File: src/rtl/fire_scheduler_if.sv
// Firing interface between the scheduler and the circuit model it drives.
// master = scheduler side, slave = circuit/environment side.
interface fire_scheduler_if #(
  parameter int N        = 8,
  parameter int FIREBITS = 4,
  parameter int CNT_W    = 16
);
  logic [N-1:0]        excited;
  logic [N-1:0]        allow;
  logic                hold;
  logic [FIREBITS-1:0] fire;
  logic                fire_valid;
  logic                deadlock;
  logic [CNT_W-1:0]    fire_count;
  logic [CNT_W-1:0]    idle_count;

  // No backpressure: the circuit consumes `fire` every cycle; fire_valid
  // qualifies it (fire == N means idle and enables no DFF).
  modport master (
    input  excited, allow, hold,
    output fire, fire_valid, deadlock, fire_count, idle_count
  );

  modport slave (
    output excited, allow, hold,
    input  fire, fire_valid, deadlock, fire_count, idle_count
  );
endinterface

File: src/rtl/fire_scheduler.sv
// Round-robin firing scheduler for a performance circuit model, with
// an allow-mask, hold, saturating perf counters and a sticky deadlock flag.
module fire_scheduler #(
    parameter int N           = 8,
    parameter int FIREBITS    = 4,
    parameter int CNT_W       = 16,
    parameter int BLOCK_LIMIT = 16
) (
    input logic        clk,
    input logic        reset,
    fire_scheduler_if.master bus
);
    localparam int PW = (N > 1) ? $clog2(N) : 1;
    localparam int BW = $clog2(BLOCK_LIMIT + 1);
    localparam logic [FIREBITS-1:0] IDLE = FIREBITS'(N);

    logic [FIREBITS-1:0] fire_r;
    logic                valid_r;
    logic                deadlock_r;
    logic [CNT_W-1:0]    fire_cnt_r;
    logic [CNT_W-1:0]    idle_cnt_r;
    logic [PW-1:0]       ptr_r;
    logic [BW-1:0]       blk_cnt_r;

    logic [N-1:0]        last;
    logic [N-1:0]        cand;
    logic [N-1:0]        pending;
    logic [2*N-1:0]      rot;
    logic                found;
    logic [FIREBITS-1:0] sel;
    int                  idx;

    // The index on `fire` is still excited until its DFF toggles at the next
    // edge, so it must be masked or it would be fired (toggled) twice.
    always_comb begin
        last    = valid_r ? (N'(1) << fire_r) : '0;
        cand    = bus.excited & bus.allow & ~last;
        pending = bus.excited & ~last;
        rot     = {cand, cand} >> ptr_r;
        found   = 1'b0;
        sel     = IDLE;
        idx     = 0;
        for (int i = 0; i < N; i++) begin
            if (!found && rot[i]) begin
                found = 1'b1;
                idx   = int'(ptr_r) + i;
                if (idx >= N) idx = idx - N;
                sel   = FIREBITS'(idx);
            end
        end
    end

    always_ff @(posedge clk) begin
        if (reset) begin
            fire_r     <= IDLE;
            valid_r    <= 1'b0;
            deadlock_r <= 1'b0;
            fire_cnt_r <= '0;
            idle_cnt_r <= '0;
            ptr_r      <= '0;
            blk_cnt_r  <= '0;
        end else if (bus.hold) begin
            fire_r  <= IDLE;
            valid_r <= 1'b0;
        end else if (found) begin
            fire_r    <= sel;
            valid_r   <= 1'b1;
            ptr_r     <= (sel == FIREBITS'(N - 1)) ? '0 : PW'(sel + 1'b1);
            blk_cnt_r <= '0;
            if (fire_cnt_r != '1) fire_cnt_r <= fire_cnt_r + 1'b1;
        end else begin
            fire_r  <= IDLE;
            valid_r <= 1'b0;
            if (idle_cnt_r != '1) idle_cnt_r <= idle_cnt_r + 1'b1;
            // Work is pending but nothing is allowed: count toward deadlock.
            if (|pending) begin
                if (blk_cnt_r != BW'(BLOCK_LIMIT)) blk_cnt_r <= blk_cnt_r + 1'b1;
                if (blk_cnt_r >= BW'(BLOCK_LIMIT - 1)) deadlock_r <= 1'b1;
            end else begin
                blk_cnt_r <= '0;
            end
        end
    end

    assign bus.fire       = fire_r;
    assign bus.fire_valid = valid_r;
    assign bus.deadlock   = deadlock_r;
    assign bus.fire_count = fire_cnt_r;
    assign bus.idle_count = idle_cnt_r;
endmodule

File: src/flat_wrapper.sv
// flat-port wrapper written by rule: the top's interface ports become plain ports
module fire_scheduler_flat 
#(
    parameter int N           = 8,
    parameter int FIREBITS    = 4,
    parameter int CNT_W       = 16,
    parameter int BLOCK_LIMIT = 16
)
  (clk, reset, bus_excited, bus_allow, bus_hold, bus_fire, bus_fire_valid, bus_deadlock, bus_fire_count, bus_idle_count);
  fire_scheduler_if #(.N(N), .FIREBITS(FIREBITS), .CNT_W(CNT_W)) bus_i ();
  input logic clk;
  input logic reset;
  input wire logic [$bits(bus_i.excited)-1:0] bus_excited;
  input wire logic [$bits(bus_i.allow)-1:0] bus_allow;
  input wire logic [$bits(bus_i.hold)-1:0] bus_hold;
  output wire logic [$bits(bus_i.fire)-1:0] bus_fire;
  output wire logic [$bits(bus_i.fire_valid)-1:0] bus_fire_valid;
  output wire logic [$bits(bus_i.deadlock)-1:0] bus_deadlock;
  output wire logic [$bits(bus_i.fire_count)-1:0] bus_fire_count;
  output wire logic [$bits(bus_i.idle_count)-1:0] bus_idle_count;
  assign bus_i.excited = bus_excited;
  assign bus_i.allow = bus_allow;
  assign bus_i.hold = bus_hold;
  assign bus_fire = bus_i.fire;
  assign bus_fire_valid = bus_i.fire_valid;
  assign bus_deadlock = bus_i.deadlock;
  assign bus_fire_count = bus_i.fire_count;
  assign bus_idle_count = bus_i.idle_count;
  fire_scheduler #(.N(N), .FIREBITS(FIREBITS), .CNT_W(CNT_W), .BLOCK_LIMIT(BLOCK_LIMIT)) u_core (.clk(clk), .reset(reset), .bus(bus_i));
endmodule
File: config.mk
export PLATFORM = sky130hd
export DESIGN_NAME = fire_scheduler_flat
export DESIGN_NICKNAME = d
export VERILOG_FILES = /design/src/rtl/fire_scheduler_if.sv /design/src/rtl/fire_scheduler.sv /design/src/flat_wrapper.sv
export SDC_FILE = /design/constraint.sdc
export NUM_CORES = 1
export LEC_CHECK = 0
export BUFFER_PORTS_ARGS = -buffer_cell sky130_fd_sc_hd__clkbuf_2
export CORE_MARGIN = 1.5
export CORE_UTILIZATION = 35
export DETAILED_ROUTE_END_ITERATION = 6
export MAX_ROUTING_LAYER = met4
export PLACE_DENSITY = 0.64
export SLEW_MARGIN = 40
export SYNTH_ARGS = -nofsm -noshare
export SYNTH_HDL_FRONTEND = slang
export SYNTH_SLANG_ARGS = --single-unit
File: constraint.sdc
create_clock -name clk -period 6.9 [get_ports clk]
set_input_delay 0.345 -clock clk [delete_from_list [all_inputs] [get_ports clk]]
set_output_delay 0.345 -clock clk [all_outputs]
set_load 0.01 [all_outputs]
Word level (Yosys, flattened, before mapping)
Index checks and enable logic that the tools add are counted.

Bitwise gates (word level): 6. Equal/unequal tests: 5. Mux-type cells: 30. Magnitude comparators: 9. Shift-type cells: 2. Reductions and logical operators: 22. $add $sub $neg: 19.

Operators with widths (number): 32-bit by 5-bit greater-or-equal comparator with 1-bit output, second input constant (7); 4-bit 2-to-1 mux (16); 16-bit by 1-bit adder with 16-bit output, second input constant (2); 16-bit inequality test, second input constant (2); 4-bit subtractor, second input constant (7); 8-bit AND (3); 3-bit by 3-bit adder with 4-bit output, second input constant (4); 16-bit by 3-bit >> shifter with 8-bit output (1); 5-bit 2-to-1 mux (3); 1-bit 2-to-1 mux (9); 3-bit by 2-bit adder with 4-bit output, second input constant (2); 8-bit 2-to-1 mux (1); 8-bit inverter (1); 8-bit OR reduction (1); 1-bit by 4-bit << shifter with 8-bit output, first input constant (1); 1-bit logical AND (7); 1-bit zero test (7); 3-bit AND reduction (2); 5-bit by 1-bit adder with 5-bit output, second input constant (1); 5-bit by 4-bit greater-or-equal comparator with 1-bit output, second input constant (1); 5-bit inequality test, second input constant (1); 3-bit by 1-bit adder with 4-bit output, second input constant (1); 4-bit by 3-bit == test with 1-bit output, second input constant (1); 3-bit by 4-bit greater-or-equal comparator with 1-bit output, second input constant (1); other kinds (9) (11).

Register bits after elaboration: 46. Word-level logic and storage cells: 100. Output and inout bits: 38.

Logic depth before layout (Yosys ltp)
Depth in word-level cells: 29. Gate-level depth with buffers: 14.

Worst setup path after synthesis
Ideal clock, no wire load.

Path type: register -> register. Start: reg u_core.fire_r[0], in the netlist u_core.bus.fire[0]. End: reg u_core.ptr_r[2]. Arrival: 3.543 ns. Setup time: 0.088 ns. Period minus slack after synthesis: 3.632 ns. Setup slack: 3.268 ns. Stages on the path, launching flop included: 13. Path buffers: 1. Cell sequence: dfxtp_1 -> nand2b_1 -> o211ai_1 -> mux4_2 -> mux2i_1 -> nor4_2 -> buf_6 -> and2_1 -> a2111oi_0 -> a21oi_1 -> ha_1 -> or3_1 -> a311oi_2.

Longest elaborated chain between the ends: 29.

Ends and longest elaborated chain: from (decl) (RTL line fire_scheduler.sv:17) `logic [FIREBITS-1:0] fire_r;`; from (signal assigned) (RTL line fire_scheduler.sv:66) `fire_r <= sel;`; 1-bit by 4-bit << shifter with 8-bit output * (RTL line fire_scheduler.sv:36) `last = valid_r ? (N'(1) << fire_r) : '0;`; 8-bit 2-to-1 mux * (RTL line fire_scheduler.sv:36); 8-bit inverter * (RTL line fire_scheduler.sv:37) `cand = bus.excited & bus.allow & ~last;`; 8-bit AND * (RTL line fire_scheduler.sv:37); 16-bit by 3-bit >> shifter with 8-bit output * (RTL line fire_scheduler.sv:39) `rot = {cand, cand} >> ptr_r;`; 1-bit 2-to-1 mux (RTL line fire_scheduler.sv:44) `if (!found && rot[i]) begin`; 1-bit zero test (RTL line fire_scheduler.sv:44); 1-bit logical AND (RTL line fire_scheduler.sv:44); (+14 left out); 1-bit logical AND (RTL line fire_scheduler.sv:44); 1-bit 2-to-1 mux (RTL line fire_scheduler.sv:44); 1-bit zero test (RTL line fire_scheduler.sv:44); 1-bit logical AND (RTL line fire_scheduler.sv:44); 4-bit 2-to-1 mux * (RTL line fire_scheduler.sv:44); net u_core.sel[1] (RTL line fire_scheduler.sv:30) `logic [FIREBITS-1:0] sel;`; 3-bit by 1-bit adder with 3-bit output / 4-bit by 3-bit == test with 1-bit output (equally long branches) (RTL line fire_scheduler.sv:68) `ptr_r <= (sel == FIREBITS'(N - 1)) ? '0 : PW'(sel + 1'b1);`; 3-bit 2-to-1 mux * (RTL line fire_scheduler.sv:68); to (signal assigned) (RTL line fire_scheduler.sv:68); to (decl) (RTL line fire_scheduler.sv:22) `logic [PW-1:0] ptr_r;`.

Mark *: on every way through the listed nets, which the timed path passes. The rest lies on a longest branch. A chain may end at the register's enable or synchronous reset.

Worst setup path in the final report
Ends and elaborated chain as after synthesis.

==> summary.md <==
| Metric | Value |
|---|---|
| Final hold viol count | `0` |
| Post-cts gate resize count | `0` |
| Max frequency | `244 MHz` |
| DR vias/cell | `5.45` |
| Hold crit path type | `in -> reg` |
| Port bufs | `56` |
| Worst Reg2Reg Path Length in Cells | `12` |
| Critical path class | `reg -> reg` |
| WP data required | `7.11 ns` |
| Commonest non-fill, non-tap cell in the layout | `clkbuf_2` |
| Cell area power density | `318 mW/mm²` |
| RSZ-0062 raised after global routing | `no` |
| Total number of vias | `2689` |
| CP max stage delay | `0.57 ns` |
| Die Span X | `95.0 µm` |
| Total CTS buffers | `5` |
| Startpoint types | `flip-flop` |
| Number of synthesized flops with an enable pin | `0` |
| Chip height | `95.0 µm` |
| Number of antenna diodes | `0` |
| Final Max Tran Viols | `0` |
| H-tree levels | `2` |
| Drt drc | `0` |
| Synthesized instance count | `338` |
| Largest net degree at the start of global routing | `43` |
| Num ports | `57` |
| Post-route setup slack | `2.81 ns` |
| Status | `finished clean` |
| R2r startpoint | `u_core.bus.fire[0]` |
| Max_cap viols | `0` |
| DRT antenna net count | `0` |
| Slowest stage cell, crit path | `a2111oi_0` |
| Final HPWL DP | `5.23 mm` |
| Vias in the first global route | `2558` |
| Worst setup path start | `u_core.bus.fire[0]` |
| Root buffer cell | `clkbuf_8` |
| First-pass GRT wire length | `11.8 mm` |
| YS warnings | `0` |
| Design Area, Final | `0.00342 mm²` |
| Max_slew headroom | `0.503` |
| Mapped Nets | `367` |
| Fin nets | `416` |
| Pre-CTS setup slack | `2.85 ns` |
| Placement Cell Area | `0.00331 mm²` |
| FP Rows | `33` |
| Family with the most delay on the worst path | `multiplexers` |
| CTS Sinks | `46` |
| Layout overhead on the synthesized area | `15.3%` |
| CP Cell Sequence | `nand2b_1 > o211ai_1 > mux4_2 > mux2i_1 > nor4_2 > buf_4 > and2_1 > a2111oi_0 > a21oi_1 > ha_1 > or3_1 > a311oi_2` |
| Lkg Pwr | `1.28 nW` |
| Most frequent cells in the layout | `55 x clkbuf_2, 50 x nor2_1, 46 x dfxtp_1, 18 x nand2_1` |
| Area of the multi-input gates | `0.00192 mm²` |
| Setup Viol. Count Final | `0` |
| Total die area | `0.00903 mm²` |
| Clock-pin slew on the worst setup and hold paths | `0.08 ns` |
| Asr flop ratio synth | `0` |
| Initial Utilization | `0.361` |
| Initial drt markers | `122` |
| Drt wl/cell | `14.0 µm` |
| Worst-Margin Slew | `0.744 ns` |
| Storage element area | `921 µm²` |
| Sequential element share of the synthesized area | `0.311` |
| Period utilisation layout | `0.593` |
| Number of fill cells | `830` |
| Mapped Area | `0.00296 mm²` |
| Post CTS Setup Buffer Count | `0` |
| Initial antenna violation count | `0` |
| Post-CTS Hold Fix Bufs | `0` |
| Final hold slack | `0.420 ns` |
| CP arrival | `4.30 ns` |
| Crit path buffers/inverters | `1` |
| Netlist cell types | `55` |
| Type of destination of the critical path | `flip-flop` |
| Critical Path Stages | `12` |
| Placeable Area | `0.00822 mm²` |
| Finished Layout Cells | `493` |
| Crit path to | `u_core.ptr_r[2]` |
| Cells after DPL | `485` |
| Clock latency on the worst-skew pair | `0.30 ns` |
| RD Place Congestion | `0.847` |
| Setup TNS | `0 ns` |
| Grt total ovfl | `0` |
| Pre-antenna DRT Iters | `4` |
| R2r setup slk | `2.81 ns` |
| #FFs+latches synth | `46` |
| Final worst path period need | `4.09 ns` |
| Routed Wire Length | `6.89 mm` |
| VDD IR max | `0.137 mV` |
| Post-synth top flop | `dfxtp_1` |
| RR Endpoint | `u_core.ptr_r[2]` |
| Syn avg cell area | `8.77 µm²` |
| GRT Total Usage | `0.168` |
| Largest fanout on the critical path | `11` |
| Share of layout cells above drive strength 1 | `0.235` |
| Max Buffers Root-to-Sink | `2` |
| CTS tree | `done` |
| Clock Skew | `0.0120 ns` |
## cell type report
type | count | area share
clock inverters | 3 | 0.0117
clock buffers | 5 | 0.0201
inverters | 13 | 0.0143
repair buffers | 57 | 0.0842
well taps | 105 | 0.0384
flip-flops and latches | 46 | 0.269
multi-input cells | 264 | 0.562
## synth_stat cells (6+ instances only)
| master | n | area share |
|---|---|---|
| xor2_1 | 17 | 0.050 |
| o211ai_1 | 6 | 0.015 |
| nand4_1 | 9 | 0.019 |
| and3_1 | 8 | 0.017 |
| mux2i_1 | 10 | 0.034 |
| nor3_1 | 13 | 0.022 |
| dfxtp_1 | 46 | 0.31 |
| clkbuf_1 | 9 | 0.011 |
| ha_1 | 10 | 0.042 |
| nand2_1 | 18 | 0.023 |
| nor2_1 | 50 | 0.063 |
| o21ai_0 | 17 | 0.029 |
| a21oi_1 | 12 | 0.020 |
| inv_1 | 12 | 0.015 |
| mux4_2 | 9 | 0.068 |
| xnor2_1 | 12 | 0.035 |
| nand3_1 | 15 | 0.025 |
## sequential cells by signal (all words and copies together), names as in the netlist
register               flops
u_core.bus.fire_count     16
u_core.bus.idle_count     16
u_core.blk_cnt_r           5
u_core.bus.fire            4
u_core.ptr_r               3
u_core.bus.deadlock        1
u_core.bus.fire_valid      1
## per-stage QoR
step	util	total power (W)
6_report	0.416	0.00109
5_1_grt	0.416	0.00117
4_1_cts	0.416	0.00109
3_5_place_dp	0.403	0.000894
3_3_place_gp	0.403	0.000892
2_1_floorplan	-	0.000780
## power breakdown
group / internal [W] / switching, W / total, W
combinational: 0.000229 / 0.000322 / 0.000552
clock: 0.000107 / 0.0000898 / 0.000196
sequential: 0.000290 / 0.0000486 / 0.000338
total: 0.000626 / 0.000461 / 0.00109
## cells by family (layout without fill, tap and decap cells)
group | count (synthesis) | in the layout | share of synthesized area
adders and majority gates | 10 | 10 | 0.0422
xor gates and xnor gates | 29 | 29 | 0.0857
and+or+nand+nor | 139 | 139 | 0.240
DFF | 46 | 46 | 0.311
buffers and inverters | 28 | 78 | 0.0418
AOI/OAI and AO/OA | 62 | 62 | 0.157
muxes | 24 | 24 | 0.123
## layer usage
metal / wire, µm / vias to the layer above / track usage / part of all wire
met5: 0 / - / - / 0
met4: 108 / 0 / 0.0522 / 0.016
li1: - / 1329 / - / -
met3: 326 / 8 / 0.0295 / 0.047
met1: 3180 / 1287 / 0.215 / 0.46
met2: 3280 / 65 / 0.270 / 0.48
## how the worst min path moves through the flow
stage / start / cells after the start / slack (ns) / endpoint
finish: bus_hold / 2 / 0.42 / u_core.blk_cnt_r[4]
floorplan: u_core.blk_cnt_r[1] / 2 / 0.46 / u_core.blk_cnt_r[1]
detailed placement: u_core.bus.deadlock / 2 / 0.46 / u_core.bus.deadlock
CTS: bus_hold / 2 / 0.43 / u_core.blk_cnt_r[4]
global placement: u_core.bus.deadlock / 2 / 0.46 / u_core.bus.deadlock
global route: bus_hold / 2 / 0.44 / u_core.blk_cnt_r[4]
Note: power is estimated with default switching activity, not from simulation.
